File: src/rtl/grant_owner_ctrl.sv
// grant_owner_ctrl: turns a level-based arbiter grant into a counted ownership
// session (accept, per-beat ack, completion/abort pulse, mandatory re-arm).
// Optional build macro: GRANT_OWNER_WDOG_EN adds an idle watchdog in OWN that
// aborts the session after TIMEOUT consecutive cycles without a beat.
//
// state    | meaning
// ---------+-----------------------------------------------------------------
// IDLE     | no session; waiting for a well-formed grant
// OWN      | session active; beats acked and counted
// DONE     | one-cycle completion pulse on done[owner], aborted qualifies it
// WAIT_REL | waiting for the owner's grant to drop so it is not re-accepted
module grant_owner_ctrl #(
   parameter int LEN_W   = 5,
   parameter int TIMEOUT = 64
) (
   input  logic             clk,
   input  logic             rst_n,
   input  logic [3:0]       i_grant,
   input  logic [1:0]       i_grant_num,
   input  logic             i_available,
   input  logic [LEN_W-1:0] i_len,
   input  logic             i_beat_valid,
   input  logic             i_release,
   output logic             o_owner_valid,
   output logic [1:0]       o_owner_num,
   output logic [3:0]       o_ack,
   output logic [LEN_W-1:0] o_beat_cnt,
   output logic [3:0]       o_done,
   output logic             o_aborted,
   output logic             o_grant_err
);

   typedef enum logic [1:0] {
      IDLE     = 2'd0,
      OWN      = 2'd1,
      DONE     = 2'd2,
      WAIT_REL = 2'd3
   } state_t;

   state_t           r_state, w_state_nxt;
   logic [1:0]       r_owner_num, w_owner_num_nxt;
   logic [LEN_W-1:0] r_remaining, w_remaining_nxt;
   logic [LEN_W-1:0] r_beat_cnt, w_beat_cnt_nxt;
   logic             r_aborted, w_aborted_nxt;
   logic             r_grant_err, w_grant_err_nxt;

   logic             w_grant_onehot;
   logic             w_grant_ok;
   logic             w_own_grant;
   logic             w_beat;
   logic             w_wdog_fire;

   // Accept only a single-bit grant whose encoded index agrees with it.
   assign w_grant_onehot = (i_grant != 4'b0000) && ((i_grant & (i_grant - 4'b0001)) == 4'b0000);
   assign w_grant_ok     = !i_available && w_grant_onehot && (i_grant == (4'b0001 << i_grant_num));
   assign w_own_grant    = i_grant[r_owner_num];
   // A beat is lost (not acked) in the cycle the owner's grant disappears.
   assign w_beat         = (r_state == OWN) && i_beat_valid && w_own_grant;

`ifdef GRANT_OWNER_WDOG_EN
   localparam int IDLE_W = $clog2(TIMEOUT + 1);

   logic [IDLE_W-1:0] r_idle_cnt, w_idle_cnt_nxt;

   assign w_wdog_fire = !i_beat_valid && (r_idle_cnt == IDLE_W'(TIMEOUT - 1));

   // Idle-cycle counter: restarts on accept and on every beat.
   always_comb begin
      w_idle_cnt_nxt = r_idle_cnt;
      if (r_state == IDLE) begin
         w_idle_cnt_nxt = '0;
      end else if (r_state == OWN) begin
         w_idle_cnt_nxt = i_beat_valid ? '0 : (r_idle_cnt + 1'b1);
      end
   end

   // Idle counter register.
   always_ff @(posedge clk or negedge rst_n) begin
      if (!rst_n) r_idle_cnt <= '0;
      else        r_idle_cnt <= w_idle_cnt_nxt;
   end
`else
   assign w_wdog_fire = 1'b0;
`endif

   // Next-state and session bookkeeping.
   always_comb begin
      w_state_nxt     = r_state;
      w_owner_num_nxt = r_owner_num;
      w_remaining_nxt = r_remaining;
      w_beat_cnt_nxt  = r_beat_cnt;
      w_aborted_nxt   = r_aborted;
      w_grant_err_nxt = r_grant_err;
      case (r_state)
         IDLE: begin
            if (w_grant_ok) begin
               w_owner_num_nxt = i_grant_num;
               w_remaining_nxt = i_len;
               w_beat_cnt_nxt  = '0;
               w_aborted_nxt   = 1'b0;
               w_state_nxt     = (i_len == '0) ? DONE : OWN;
            end else if (!i_available) begin
               w_grant_err_nxt = 1'b1;
            end
         end
         OWN: begin
            if (!w_own_grant) begin
               w_aborted_nxt = 1'b1;
               w_state_nxt   = DONE;
            end else begin
               if (w_beat) begin
                  w_remaining_nxt = r_remaining - 1'b1;
                  w_beat_cnt_nxt  = r_beat_cnt + 1'b1;
               end
               if ((w_beat && (r_remaining == LEN_W'(1))) || i_release) begin
                  w_aborted_nxt = 1'b0;
                  w_state_nxt   = DONE;
               end else if (w_wdog_fire) begin
                  w_aborted_nxt = 1'b1;
                  w_state_nxt   = DONE;
               end
            end
         end
         DONE: begin
            w_state_nxt = WAIT_REL;
         end
         WAIT_REL: begin
            if (!w_own_grant || i_available) w_state_nxt = IDLE;
         end
         default: begin
            w_state_nxt = IDLE;
         end
      endcase
   end

   // State and session registers.
   always_ff @(posedge clk or negedge rst_n) begin
      if (!rst_n) begin
         r_state     <= IDLE;
         r_owner_num <= 2'd0;
         r_remaining <= '0;
         r_beat_cnt  <= '0;
         r_aborted   <= 1'b0;
         r_grant_err <= 1'b0;
      end else begin
         r_state     <= w_state_nxt;
         r_owner_num <= w_owner_num_nxt;
         r_remaining <= w_remaining_nxt;
         r_beat_cnt  <= w_beat_cnt_nxt;
         r_aborted   <= w_aborted_nxt;
         r_grant_err <= w_grant_err_nxt;
      end
   end

   assign o_owner_valid = (r_state == OWN);
   assign o_owner_num   = r_owner_num;
   assign o_ack         = w_beat ? (4'b0001 << r_owner_num) : 4'b0000;
   assign o_beat_cnt    = r_beat_cnt;
   assign o_done        = (r_state == DONE) ? (4'b0001 << r_owner_num) : 4'b0000;
   assign o_aborted     = (r_state == DONE) && r_aborted;
   assign o_grant_err   = r_grant_err;

endmodule

File: config.mk
export PLATFORM = sky130hd
export DESIGN_NAME = grant_owner_ctrl
export DESIGN_NICKNAME = d
export VERILOG_FILES = /design/src/rtl/grant_owner_ctrl.sv
export SDC_FILE = /design/constraint.sdc
export NUM_CORES = 1
export LEC_CHECK = 0
export ABC_AREA = 1
export CORE_MARGIN = 1
export CORE_UTILIZATION = 45
export DETAILED_ROUTE_END_ITERATION = 12
export PLACE_DENSITY = 0.85
export SLEW_MARGIN = 10
export SYNTH_ARGS = -nofsm -noshare
export SYNTH_HDL_FRONTEND = slang
export SYNTH_SLANG_ARGS = --single-unit
File: constraint.sdc
create_clock -name clk -period 4.69 [get_ports clk]
set_clock_uncertainty 0.15 [all_clocks]
set_input_delay 0.938 -clock clk [delete_from_list [all_inputs] [get_ports clk]]
set_output_delay 0.938 -clock clk [all_outputs]
set_load 0.05 [all_outputs]
======== Word-level counts from Yosys, hierarchy flattened ========
Index checks and enable logic that the tools add are counted.
word-level totals
  register bits ........................... 16
  bits in latches ......................... 0
  RAM bits ................................ 0
  bits in read-only memories .............. 0
  bits of input ports ..................... 16
  word-level logic and storage cells ...... 68
  memories kept ........................... 0
operators by class
  add/sub/neg operators ................... 3
  $mul .................................... 0
  divide/modulo/power cells ............... 0
  magnitude comparators ................... 1
  eq/ne operators ......................... 10
  shift-type cells ........................ 2
  mux-type cells .......................... 22
  bitwise logic cells ..................... 3
  reductions and logical operators ........ 21
operators with widths
  kind                                                                     count
  5-bit two-way mux                                                        6
  5-bit case mux with 2 select lines                                       2
  2-bit two-way mux                                                        5
  3-bit AND reduction                                                      3
  4-bit two-way mux                                                        2
  2-bit case mux with 4 select lines                                       1
  1-bit by 2-bit left shift with 4-bit output, first input constant        2
  1-bit logical AND                                                        7
  5-bit by 1-bit adder with 5-bit output, second input constant            1
  5-bit by 1-bit == test with 1-bit output, second input constant          1
  5-bit zero test                                                          1
  5-bit by 1-bit subtractor with 5-bit output, second input constant       1
  4-bit bitwise AND                                                        1
  2-bit == test, second input constant                                     2
  4-bit == test                                                            1
  4-bit zero test                                                          1
  1-bit two-way mux                                                        4
  2-bit by 1-bit inequality test with 1-bit output, second input constant  2
  2-bit inequality test, second input constant                             2
  4-bit AND reduction                                                      1
  4-bit nonzero test                                                       1
  4-bit by 1-bit subtractor with 4-bit output, second input constant       1
  2-bit by 3-bit < comparator with 1-bit output, second input constant     1
  3-bit by 2-bit inequality test with 1-bit output, second input constant  1
  9 further kinds                                                          12

======== Longest topological paths before layout ========
Gate-level depths: netlist of run 1.
  depth in word-level cells ............... 8
  mapped depth ............................ 10
  gate-level depth less buffers ........... 10

======== Least setup slack after synthesis of run 1 ========
OpenSTA, ideal clock, no wires.
  path kind ............................... register to output
  from .................................... register r_state[1]
  to ...................................... output o_ack[0]
  arrival time ............................ 2135 ps
  required time ........................... 3602 ps
  setup slack ............................. 1467 ps
  cell stages (with the launch flop) ...... 8
  cells stage by stage .................... dfrtp_1 > inv_1 > ha_1 > buf_4 > nand2_1 > inv_1 > nand2_8 > nor2_1
on the way
  longest elaborated chain between the ends .. 4
RTL lines
  what                                      RTL line  source
  start: declaration                        40        state_t r_state, w_state_nxt;
  start signal: assignment                  146       r_state <= w_state_nxt;
  2-bit by 1-bit == test with 1-bit output  --
  via o_owner_valid                         24        output logic o_owner_valid,
  1-bit logical AND (2 in a row)            58        assign w_beat = (r_state == OWN) && i_beat_valid && w_own_grant;
  4-bit two-way mux                         157       assign o_ack = w_beat ? (4'b0001 << r_owner_num) : 4'b0000;
  end: declaration                          26        output logic [3:0] o_ack,
The timed path passes the listed nets, and every way through them passes these cells.

======== Final worst setup path of run 1 ========
  from .................................... input i_grant[3]
  to ...................................... output o_ack[1]
on the way
  longest elaborated chain between the ends .. 4
RTL lines
  what                                       RTL line  source
  start: declaration                         18        input logic [3:0] i_grant,
  1-bit binary-select mux with 2-bit select  56        assign w_own_grant = i_grant[r_owner_num];
  1-bit two-way mux (not written as such)    56
  1-bit logical AND                          58
  4-bit two-way mux                          157
No other way between the ends. The select of a mux whose other input is x is not followed.

==> out/metrics.sh, run 1 <==
TRITONCTS_NUM_SINKS=16
ROUTABILITYCONGESTION=0.803
YOSYS_REG_BITS=16
CRITICAL_PATH.N_BUFFERS_INVERTERS=2
WORSTPATHCELLLIST='clkdlybuf4s50_1, nand2_1, nand2_1, nand2_2, nand2_4, nand2_8, nor2_1, clkdlybuf4s50_1'
CRITPATHKIND='in -> out'
STATUS='complete, no violations'
DETAILEDROUTE.FIRSTPASSITERATIONCOUNT=4
CP.ARRIVAL_NS=2.83
NUMBER_OF_DRC_MARKERS_IN_ITERATION_0=28
SYNTH_TOP_CELLS_BY_AREA='dfrtp_1 (33%), nand2_1 (18%), nand3_1 (10%)'
DIE_WIDTH_UM=54.3
FINALSETUPVIOLATIONS=0
TOT_GR_TRACK_USE_PCT=21.9
WORSTSETUPSTARTPOINTTYPE='input pin'
ANTENNA_LEFT=0
GRT_PASS1_WL_MM=4.64
INSERTION_DELAY_NS=0.29
WORST-PATH-MAX-FANOUT=6
RSZ_0062_RAISED_AFTER_GLOBAL_ROUTING='false'
GROWTH_OF_DESIGN_AREA_FROM_SYNTHESIS_TO_FINISH_PCT=30.8
DIE_Y_UM=54.3
CTS_INSERTED_BUFFERS=3
SYNTHESIZED_INSTANCE_COUNT=180
EFFECTIVE_UTILIZATION_AT_FLOORPLAN_PCT=48.7
DRIVE_ABOVE_1_SHARE_PCT=6.07
FINAL_SLEW_VIOLATIONS=0
HOLD_CLASS='reg -> reg'
CTS_SETUP_BUFFERS=0
P_PER_AREA_nW_PER_UM2=512
TOTALNEGATIVESETUPSLACK_NS=0
GRT_OVERFLOW=0
SYNTH.DISTINCT_CELLS=20
CRITICAL_PATH.ENDPOINT_TYPE='output port'
AREA_FRACTION_OF_THE_DOMINANT_CELL_TYPE_AFTER_SYNTHESIS_PCT=32.6
YOSYSWARNINGCOUNT=0
FINAL_CRITICAL_PERIOD_NS=3.92
CRITICAL_PATH.SLOWEST_CELL='clkdlybuf4s50_1'
SYNTH_FP_NETS=203
CORE.ROWCOUNT=18
ANTENNA_FOUND_INITIAL=0
COREAREA_UM2=2520
CLOCKROOTBUFFER='clkbuf_4'
TIMING.FINAL.CRIT_SHARE_PCT=83.5
WORST_SETUP_HOLD_PATH_CLK_SLEW_NS=0.10
MAX_CAP_VIOLATIONS=0
FIN_NETS=239
CRITICAL-PATH-MAX-STAGE-DELAY_NS=0.83
CP.REQUIRED_NS=3.60
CTS_TREE='done'
IO_BUFFER_COUNT=33
GATES_RESIZED_CTS_REPAIR=0
SLEW-LIMIT-HEADROOM_PCT=48.9
CRITICAL_PATH.TOP_DELAY_FAMILY='buffers and inverters'
VIASPERCELL=5.18
FIN_TOTAL_PWR_uW=822
FMAX_MHz=255
PLACE_HPWL_MM=2.19
ROUTED_WIRE_LENGTH_PER_INSTANCE_UM=11.7
HOLDBUFCOUNTCTS=0
GRT_PASS1_VIAS=1077
SYNTH_SEQ_AREA_SHARE_PCT=32.6
PEAKVDDDROP_V=0.000421
UTILIZATION_PCT=63.7
DR_TOTAL_VIAS=1263
DESIGN.PORTCOUNT=34
ENDPOINTS_FAILING_HOLD=0
DRC_ERRORS=0
SYNTHESIS.AREA_PER_INSTANCE_UM2=6.83
MAX_SLEW.WORST_PIN.SLEW_NS=0.764
YOSYS.AREA.TOP_TYPE='dfrtp_1'
POWER_LEAKAGE_uW=0.000827
DIE_AREA_UM2=2940
POSTROUTEWIRELENGTH_MM=2.85
H-TREE-DEPTH=1
PIN_COUNT_OF_THE_BIGGEST_NET_ENTERING_GLOBAL_ROUTING=17
ANTENNA_CELLS=0
FINAL.FILL_COUNT=232
SYNTHESIS.AREA_UM2=1230
CTS_MAX_PATH_BUFFERS=2
worst register-to-register path: cells and delay by family (launching register included):
| kind | cells | cell delay, ns |
|---|---|---|
| buffers and inverters | 2 | 0.40 |
| adder cells (fa/ha/maj) | 1 | 0.49 |
| flip-flops | 1 | 0.42 |
| AND/OR/NAND/NOR | 4 | 0.50 |
state kept, by name, summed over array words and instances, names as in the netlist:
name	cells
o_beat_cnt	5
o_grant_err	1
o_owner_num	2
r_remaining	5
r_aborted	1
r_state	2
area by class of cell:
type                       instances  area, µm²  area share (%)
inverter                          23       86.3            5.37
clock buffer                       3       22.5            1.40
timing repair buffer              33        330            20.6
multi-input combinational        139        729            45.4
tap                               30       37.5            2.34
sequential                        16        400            24.9
layout by cell type, fill, tap and decap left out:
cell and n:
nand4_1 3, o21ai_0 7, dfrtp_1 16, clkdlybuf4s50_1 33, inv_1 22, inv_2 1
clkbuf_4 3, nand3_4 1, nand2_2 4, ha_1 7, xor2_1 3, xnor2_1 1
o21bai_1 1, nand2_4 1, a21oi_1 2, nand3_1 25, nand2_8 2, nor2_1 21
nand4_2 1, nand2_1 60
logic make-up (layout without fill, tap and decap cells):
group                      count (synthesis)  count (layout)  synth area share (%)
AOI/OAI and AO/OA                         10              10                  4.28
xor gates and xnor gates                   4               4                  2.85
adders and majority gates                  7               7                  7.13
buffers and inverters                     25              59                  8.04
DFF                                       16              16                  32.6
and+or+nand+nor                          118             118                  45.1
synth_stat cells:
cell type  count
nand2_8        2
dfrtp_1       16
buf_2          1
nand2_1       60
ha_1           7
xor2_1         3
nand4_1        3
buf_4          1
o21ai_0        7
inv_2          1
nand3_4        1
nand2_2        4
a21oi_1        2
nand4_2        1
xnor2_1        1
nor2_1        21
nand3_1       25
o21bai_1       1
inv_1         22
nand2_4        1
power by group:
group          internal, µW  switching (µW)  total (µW)
clock                  29.9            45.5        75.5
sequential              175            38.3         213
combinational           171             362         533
total                   377             446         822
final timing paths:
check	startpoint	end	slack (ns)	depth (start not counted)
max in group asynchronous	rst_n	r_aborted$_DFFE_PN0P_	2.98	1
hold reg to reg	r_remaining[1]$_DFFE_PN0P_	r_remaining[1]$_DFFE_PN0P_	0.33	2
setup reg to reg	r_state[1]$_DFFE_PN0P_	o_beat_cnt[1]$_DFFE_PN0P_	2.60	7
min in group asynchronous	rst_n	r_remaining[1]$_DFFE_PN0P_	0.93	1
hold / removal	r_remaining[1]$_DFFE_PN0P_	r_remaining[1]$_DFFE_PN0P_	0.33	2
setup / recovery	i_grant[3]	o_ack[1]	0.77	8
metrics by stage:
step / cells / setup slack [ns] / instance area (µm²) / hold slack, ns
final: 244 / 0.772 / 1610 / 0.328
after floorplan: 180 / 1.47 / 1230 / 0.292
after global placement: 241 / 0.865 / 1580 / 0.306
after detailed placement: 241 / 0.757 / 1580 / 0.309
after global routing: 244 / 0.674 / 1610 / 0.362
after CTS: 244 / 0.756 / 1610 / 0.333
routing by layer:
layer  part of all wire (%)  wire (µm)  global-route usage (%)  up-vias
met1                     46       1320                    28.6      592
met2                     49       1390                    35.8       29
li1                       -          -                       -      640
met4                   0.67         19                    5.13        0
met3                    4.2        120                    6.11        2
met5                      0          0                       0        -
Note: power is estimated with default switching activity, not from simulation.
==> run 2: changes to the inputs <==
--- a/config.mk
+++ b/config.mk
@@ -7,7 +7,7 @@
 export LEC_CHECK = 0
 export ABC_AREA = 1
 export CORE_MARGIN = 1
-export CORE_UTILIZATION = 45
+export CORE_UTILIZATION = 43
 export DETAILED_ROUTE_END_ITERATION = 12
 export PLACE_DENSITY = 0.85
 export SLEW_MARGIN = 10
==> constraint.sdc (replaced) <==
create_clock -name clk -period 3.4 [get_ports clk]
set_clock_uncertainty 0.15 [all_clocks]
set_input_delay 0.68 -clock clk [delete_from_list [all_inputs] [get_ports clk]]
set_output_delay 0.68 -clock clk [all_outputs]
set_load 0.05 [all_outputs]
==> out/metrics.sh, run 2 (synthesis gave the netlist of run 1 again) <==
STATUS='complete, no violations'
CTS_INSERTED_BUFFERS=3
PWR-SHARE-COMB_PCT=64.4
FINAL_CRITICAL_PERIOD_NS=2.83
GRT_MOST_USED_LAYER='met2'
CRITPATHKIND='reg -> out'
GRT_PASS1_VIAS=1164
CTS_MAX_PATH_BUFFERS=2
SEQPWRFRAC_PCT=25.0
CTS_TREE='done'
NETSWITCHINGFRACTION_PCT=52.5
PIN_COUNT_OF_THE_BIGGEST_NET_ENTERING_GLOBAL_ROUTING=17
UTILIZATION_PCT=61.1
DR_TOTAL_VIAS=1235
GR-USAGE-MET2_PCT=33.4
CLOCK_POWER_SHARE_PCT=10.7
WORST_SETUP_HOLD_PATH_CLK_SLEW_NS=0.10
DIE_Y_UM=55.5
MAX_CAP_VIOLATIONS=0
MOST-COMMON-LAYOUT-CELLS='nand2_1 (60), clkdlybuf4s50_1 (29), nand3_1 (25)'
CRITICAL-PATH-MAX-STAGE-DELAY_NS=0.82
NUMBER_OF_DRC_MARKERS_IN_ITERATION_0=34
TOTALNEGATIVESETUPSLACK_NS=0
CTS_SETUP_BUFFERS=0
CORE.ROWCOUNT=19
IO_BUFFER_COUNT=33
GRT_UTIL_MET1_PCT=27.2
REG2REG_SLACK_NS=1.56
PEAKVDDDROP_V=0.000506
DRC_ERRORS=0
POSTROUTEWIRELENGTH_MM=2.80
H-TREE-DEPTH=1
WORSTSETUPSTARTPOINTTYPE='register'
DESIGN.PORTCOUNT=34
SLEW-LIMIT-HEADROOM_PCT=53.2
HOLD_CLASS='reg -> reg'
GATES_RESIZED_CTS_REPAIR=0
FIN_NETS=240
VIASPERCELL=5.00
ANTENNA_LEFT=0
MOSTFREQUENTLAYOUTCELL='nand2_1'
GRT_PASS1_WL_MM=4.98
CRITICAL_PATH.ENDPOINT_TYPE='output port'
CP.ARRIVAL_NS=2.00
CRITICAL_PATH.SLOWEST_CELL='clkdlybuf4s50_1'
ROUTED_WIRE_LENGTH_PER_INSTANCE_UM=11.3
ANTENNA_FOUND_INITIAL=0
MAX_SLEW.WORST_PIN.SLEW_NS=0.699
P_PER_AREA_nW_PER_UM2=704
CRIT_TOP_CELL='inv_1'
GROWTH_OF_DESIGN_AREA_FROM_SYNTHESIS_TO_FINISH_PCT=35.8
CLOCKROOTBUFFER='clkbuf_4'
SWITCHING_POWER_uW=618
CP.REQUIRED_NS=2.57
COREAREA_UM2=2730
WORST-PATH-MAX-FANOUT=5
PLACE_HPWL_MM=2.22
FMAX_MHz=354
INTERNAL-POWER_uW=558
RSZ_0062_RAISED_AFTER_GLOBAL_ROUTING='false'
GRT_OVERFLOW=0
ENDPOINTS_FAILING_HOLD=0
GROUTE.LAYER.MET3.USAGE_PCT=4.92
TIMING.FINAL.CRIT_SHARE_PCT=83.2
DIE_AREA_UM2=3080
FINALSETUPVIOLATIONS=0
POWER_LEAKAGE_uW=0.000859
ANTENNA_CELLS=0
DRIVE_ABOVE_1_SHARE_PCT=8.80
HOLDBUFCOUNTCTS=0
DETAILEDROUTE.FIRSTPASSITERATIONCOUNT=6
WORSTPATHCELLLIST='inv_1, ha_1, inv_1, nor2_1, clkdlybuf4s50_1'
ROUTABILITYCONGESTION=0.839
DIE_WIDTH_UM=55.5
TRITONCTS_NUM_SINKS=16
FINAL_SLEW_VIOLATIONS=0
INSERTION_DELAY_NS=0.29
EFFECTIVE_UTILIZATION_AT_FLOORPLAN_PCT=44.9
TOT_GR_TRACK_USE_PCT=19.8
## run 2: cell count changes in the layout (fill, tap and decap cells not counted)
| cell | before | now |
|---|---|---|
| buf_12 | 0 | 4 |
| clkbuf_8 | 0 | 1 |
| clkdlybuf4s50_1 | 33 | 29 |
| buf_4 | 0 | 1 |
## run 2: final cells by class
cell class	instances	area, µm²
Multi-Input combinational cell	139	729
Fill cell	232	1060
Inverter	23	86.3
Clock buffer	4	36.3
Tap cell	31	38.8
Timing Repair Buffer	34	378
Sequential cell	16	400
## run 2: critical path: cells and delay by family, from the launching register on
kind / cells / cell delay, ns
adders and majority gates: 1 / 0.17
buffers and inverters: 3 / 0.99
DFF: 1 / 0.43
and+or+nand+nor: 1 / 0.12
## run 2: final timing paths
check	from	depth (start not counted)	end
max in group asynchronous	rst_n	1	o_beat_cnt[3]$_DFFE_PN0P_
hold / removal	r_remaining[1]$_DFFE_PN0P_	2	r_remaining[1]$_DFFE_PN0P_
hold reg to reg	r_remaining[1]$_DFFE_PN0P_	2	r_remaining[1]$_DFFE_PN0P_
setup / recovery	r_state[0]$_DFFE_PN0P_	5	o_done[2]
min in group asynchronous	rst_n	1	r_state[1]$_DFFE_PN0P_
setup reg to reg	r_state[1]$_DFFE_PN0P_	10	o_beat_cnt[1]$_DFFE_PN0P_
## run 2: through the flow
| step | hold slack, ns | std cells | cell area [µm²] | total power [µW] | worst slack, ns |
|---|---|---|---|---|---|
| global placement | 0.304 | 243 | 1630 | 1040 | 0.629 |
| CTS | 0.332 | 247 | 1670 | 1180 | 0.558 |
| detailed placement | 0.309 | 243 | 1630 | 1050 | 0.588 |
| global route | 0.354 | 247 | 1670 | 1280 | 0.477 |
| finish | 0.328 | 247 | 1670 | 1180 | 0.572 |
| floorplan | 0.234 | 180 | 1230 | 852 | 0.435 |
## run 2: routing by layer
| metal | share of wire, % | vias to the layer above | wire length, µm |
|---|---|---|---|
| met1 | 47 | 569 | 1330 |
| li1 | - | 644 | - |
| met3 | 4.1 | 0 | 116 |
| met5 | 0 | - | 0 |
| met2 | 48 | 22 | 1360 |
| met4 | 0 | 0 | 0 |
## run 2: power by group through the flow
stage / clock network [µW] / registers [µW] / logic [µW]
2_1_floorplan: 0 / 336 / 516
3_3_place_gp: 0 / 296 / 741
3_5_place_dp: 0 / 297 / 755
4_1_cts: 127 / 294 / 758
5_1_grt: 140 / 302 / 843
6_report: 125 / 294 / 757
==> run 3: changes to the inputs <==
==> constraint.sdc (replaced) <==
create_clock -name clk -period 2.58 [get_ports clk]
set_clock_uncertainty 0.15 [all_clocks]
set_input_delay 0.516 -clock clk [delete_from_list [all_inputs] [get_ports clk]]
set_output_delay 0.516 -clock clk [all_outputs]
set_load 0.05 [all_outputs]
==> out/metrics.sh, run 3 (synthesis gave the netlist of run 1 again) <==
DR_TOTAL_VIAS=1258
FINALSETUPVIOLATIONS=0
R2R.WORST_PATH.CELLS=8
HOLDBUFCOUNTCTS=0
UTILIZATION_PCT=61.0
CLOCK_POWER_SHARE_PCT=11.0
PEAKVDDDROP_V=0.000651
HOLD_CLASS='reg -> reg'
GRT_PASS1_WL_MM=5.15
INSERTION_DELAY_NS=0.30
DRC_ERRORS=0
MOST-COMMON-LAYOUT-CELLS='nand2_1 (60), nand3_1 (25), clkdlybuf4s50_1 (23)'
WORSTSETUPSTARTPOINTTYPE='input pin'
MOSTFREQUENTLAYOUTCELL='nand2_1'
DIE_WIDTH_UM=55.5
NETSWITCHINGFRACTION_PCT=52.6
DIE_Y_UM=55.5
CTS_MAX_PATH_BUFFERS=2
STATUS='complete, no violations'
H-TREE-DEPTH=1
TOT_GR_TRACK_USE_PCT=20.8
PIN_COUNT_OF_THE_BIGGEST_NET_ENTERING_GLOBAL_ROUTING=17
ANTENNA_LEFT=0
TIMING.FINAL.CRIT_SHARE_PCT=95.9
PWR-SHARE-COMB_PCT=64.3
WHS_ENDPOINT='r_aborted$_DFFE_PN0P_'
ROUTABILITYCONGESTION=0.897
IO_BUFFER_COUNT=33
NUMBER_OF_DRC_MARKERS_IN_ITERATION_0=21
DRIVE_ABOVE_1_SHARE_PCT=11.6
WORST_SETUP_HOLD_PATH_CLK_SLEW_NS=0.10
P_PER_AREA_nW_PER_UM2=947
CORE.ROWCOUNT=19
ROUTED_WIRE_LENGTH_PER_INSTANCE_UM=11.8
FMAX_MHz=404
ANTENNA_CELLS=0
ENDPOINTS_FAILING_HOLD=0
INTERNAL-POWER_uW=747
ANTENNA_FOUND_INITIAL=0
FIN_TOTAL_PWR_uW=1580
MAX_SLEW.WORST_PIN.SLEW_NS=0.743
WORST-PATH-MAX-FANOUT=6
GRT_PASS1_VIAS=1163
CTS_TREE='done'
SEQPWRFRAC_PCT=24.7
POSTROUTEWIRELENGTH_MM=2.90
EFFECTIVE_UTILIZATION_AT_FLOORPLAN_PCT=44.9
SWITCHING_POWER_uW=830
CP.ARRIVAL_NS=1.81
REG2REG_SLACK_NS=0.71
COREAREA_UM2=2730
HOLDCRITSTARTPOINT='r_aborted$_DFFE_PN0P_'
POWER_LEAKAGE_uW=0.000874
MAX_CAP_VIOLATIONS=0
CP.REQUIRED_NS=1.91
TRITONCTS_NUM_SINKS=16
FINAL_CRITICAL_PERIOD_NS=2.47
DESIGN.PORTCOUNT=34
CRITICAL_PATH.ENDPOINT_TYPE='output port'
CTS_SETUP_BUFFERS=0
DIE_AREA_UM2=3080
DETAILEDROUTE.FIRSTPASSITERATIONCOUNT=4
PLACE_HPWL_MM=2.24
GRT_OVERFLOW=0
CLOCKROOTBUFFER='clkbuf_4'
CRITPATHKIND='in -> out'
VIASPERCELL=5.09
GROWTH_OF_DESIGN_AREA_FROM_SYNTHESIS_TO_FINISH_PCT=35.6
GATES_RESIZED_CTS_REPAIR=0
CRITICAL_PATH.REG2REG.ENDPOINT='r_remaining[3]$_DFFE_PN0P_'
RSZ_0062_RAISED_AFTER_GLOBAL_ROUTING='false'
R2R_START='r_state[1]$_DFFE_PN0P_'
FIN_NETS=240
SLEW-LIMIT-HEADROOM_PCT=50.3
MIN_PATH_CELLS=2
CTS_INSERTED_BUFFERS=3
FINAL_SLEW_VIOLATIONS=0
==> run 3: cell count changes in the layout (fill, tap and decap cells not counted) <==
cell and change:
buf_12 +1, clkdlybuf4s50_1 -6, buf_4 +5
==> run 3: area by class of cell <==
type	count	area (µm²)
fill	246	1070
timing repair buffer	34	375
tap	31	38.8
clock buffer	4	36.3
inverter	23	86.3
multi-input combinational	139	729
sequential	16	400
==> run 3: power by group through the flow <==
stage | Combinational (µW) | Clock, µW | Sequential (µW)
floorplan | 680 | 0 | 442
global placement | 994 | 0 | 389
detailed placement | 1010 | 0 | 393
CTS | 1020 | 177 | 388
global route | 1120 | 189 | 398
finish | 1010 | 173 | 389
==> run 3: how the worst max path moves through the flow <==
stage	start	endpoint	depth (start not counted)
finish	i_grant[3]	o_ack[0]	8
global route	i_grant[3]	o_ack[0]	8
CTS	i_grant[3]	o_ack[2]	8
detailed placement	i_grant[3]	o_ack[2]	8
global placement	i_grant[3]	o_ack[0]	8
floorplan	r_state[1]$_DFFE_PN0P_	o_ack[0]	7
==> run 3: layer usage <==
layer	share of wire, %	track usage, %	vias up	wire (µm)
li1	-	-	643	-
met1	48	27.2	581	1380
met4	1.4	8.21	0	40
met2	48	33.2	28	1390
met3	3.1	4.68	6	89
met5	0	0	-	0
==> run 3: critical path, stage by stage <==
cell             delay, ns
clkdlybuf4s50_1       0.52
nand2_1               0.07
nand2_1               0.09
nand2_2               0.07
nand2_4               0.11
nand2_8               0.08
nor2_1                0.18
buf_12                0.17
==> run 3: stage by stage <==
step	setup TNS (ns)	std cells	hold slack [ns]	area, µm²	setup slack (ns)
after detailed placement	0	243	0.310	1630	0.114
after floorplan	-0.883	180	0.0704	1230	-0.221
after CTS	0	247	0.335	1670	0.113
after global placement	0	243	0.306	1630	0.139
final	0	247	0.331	1670	0.106
after global routing	0	247	0.360	1670	0.0121
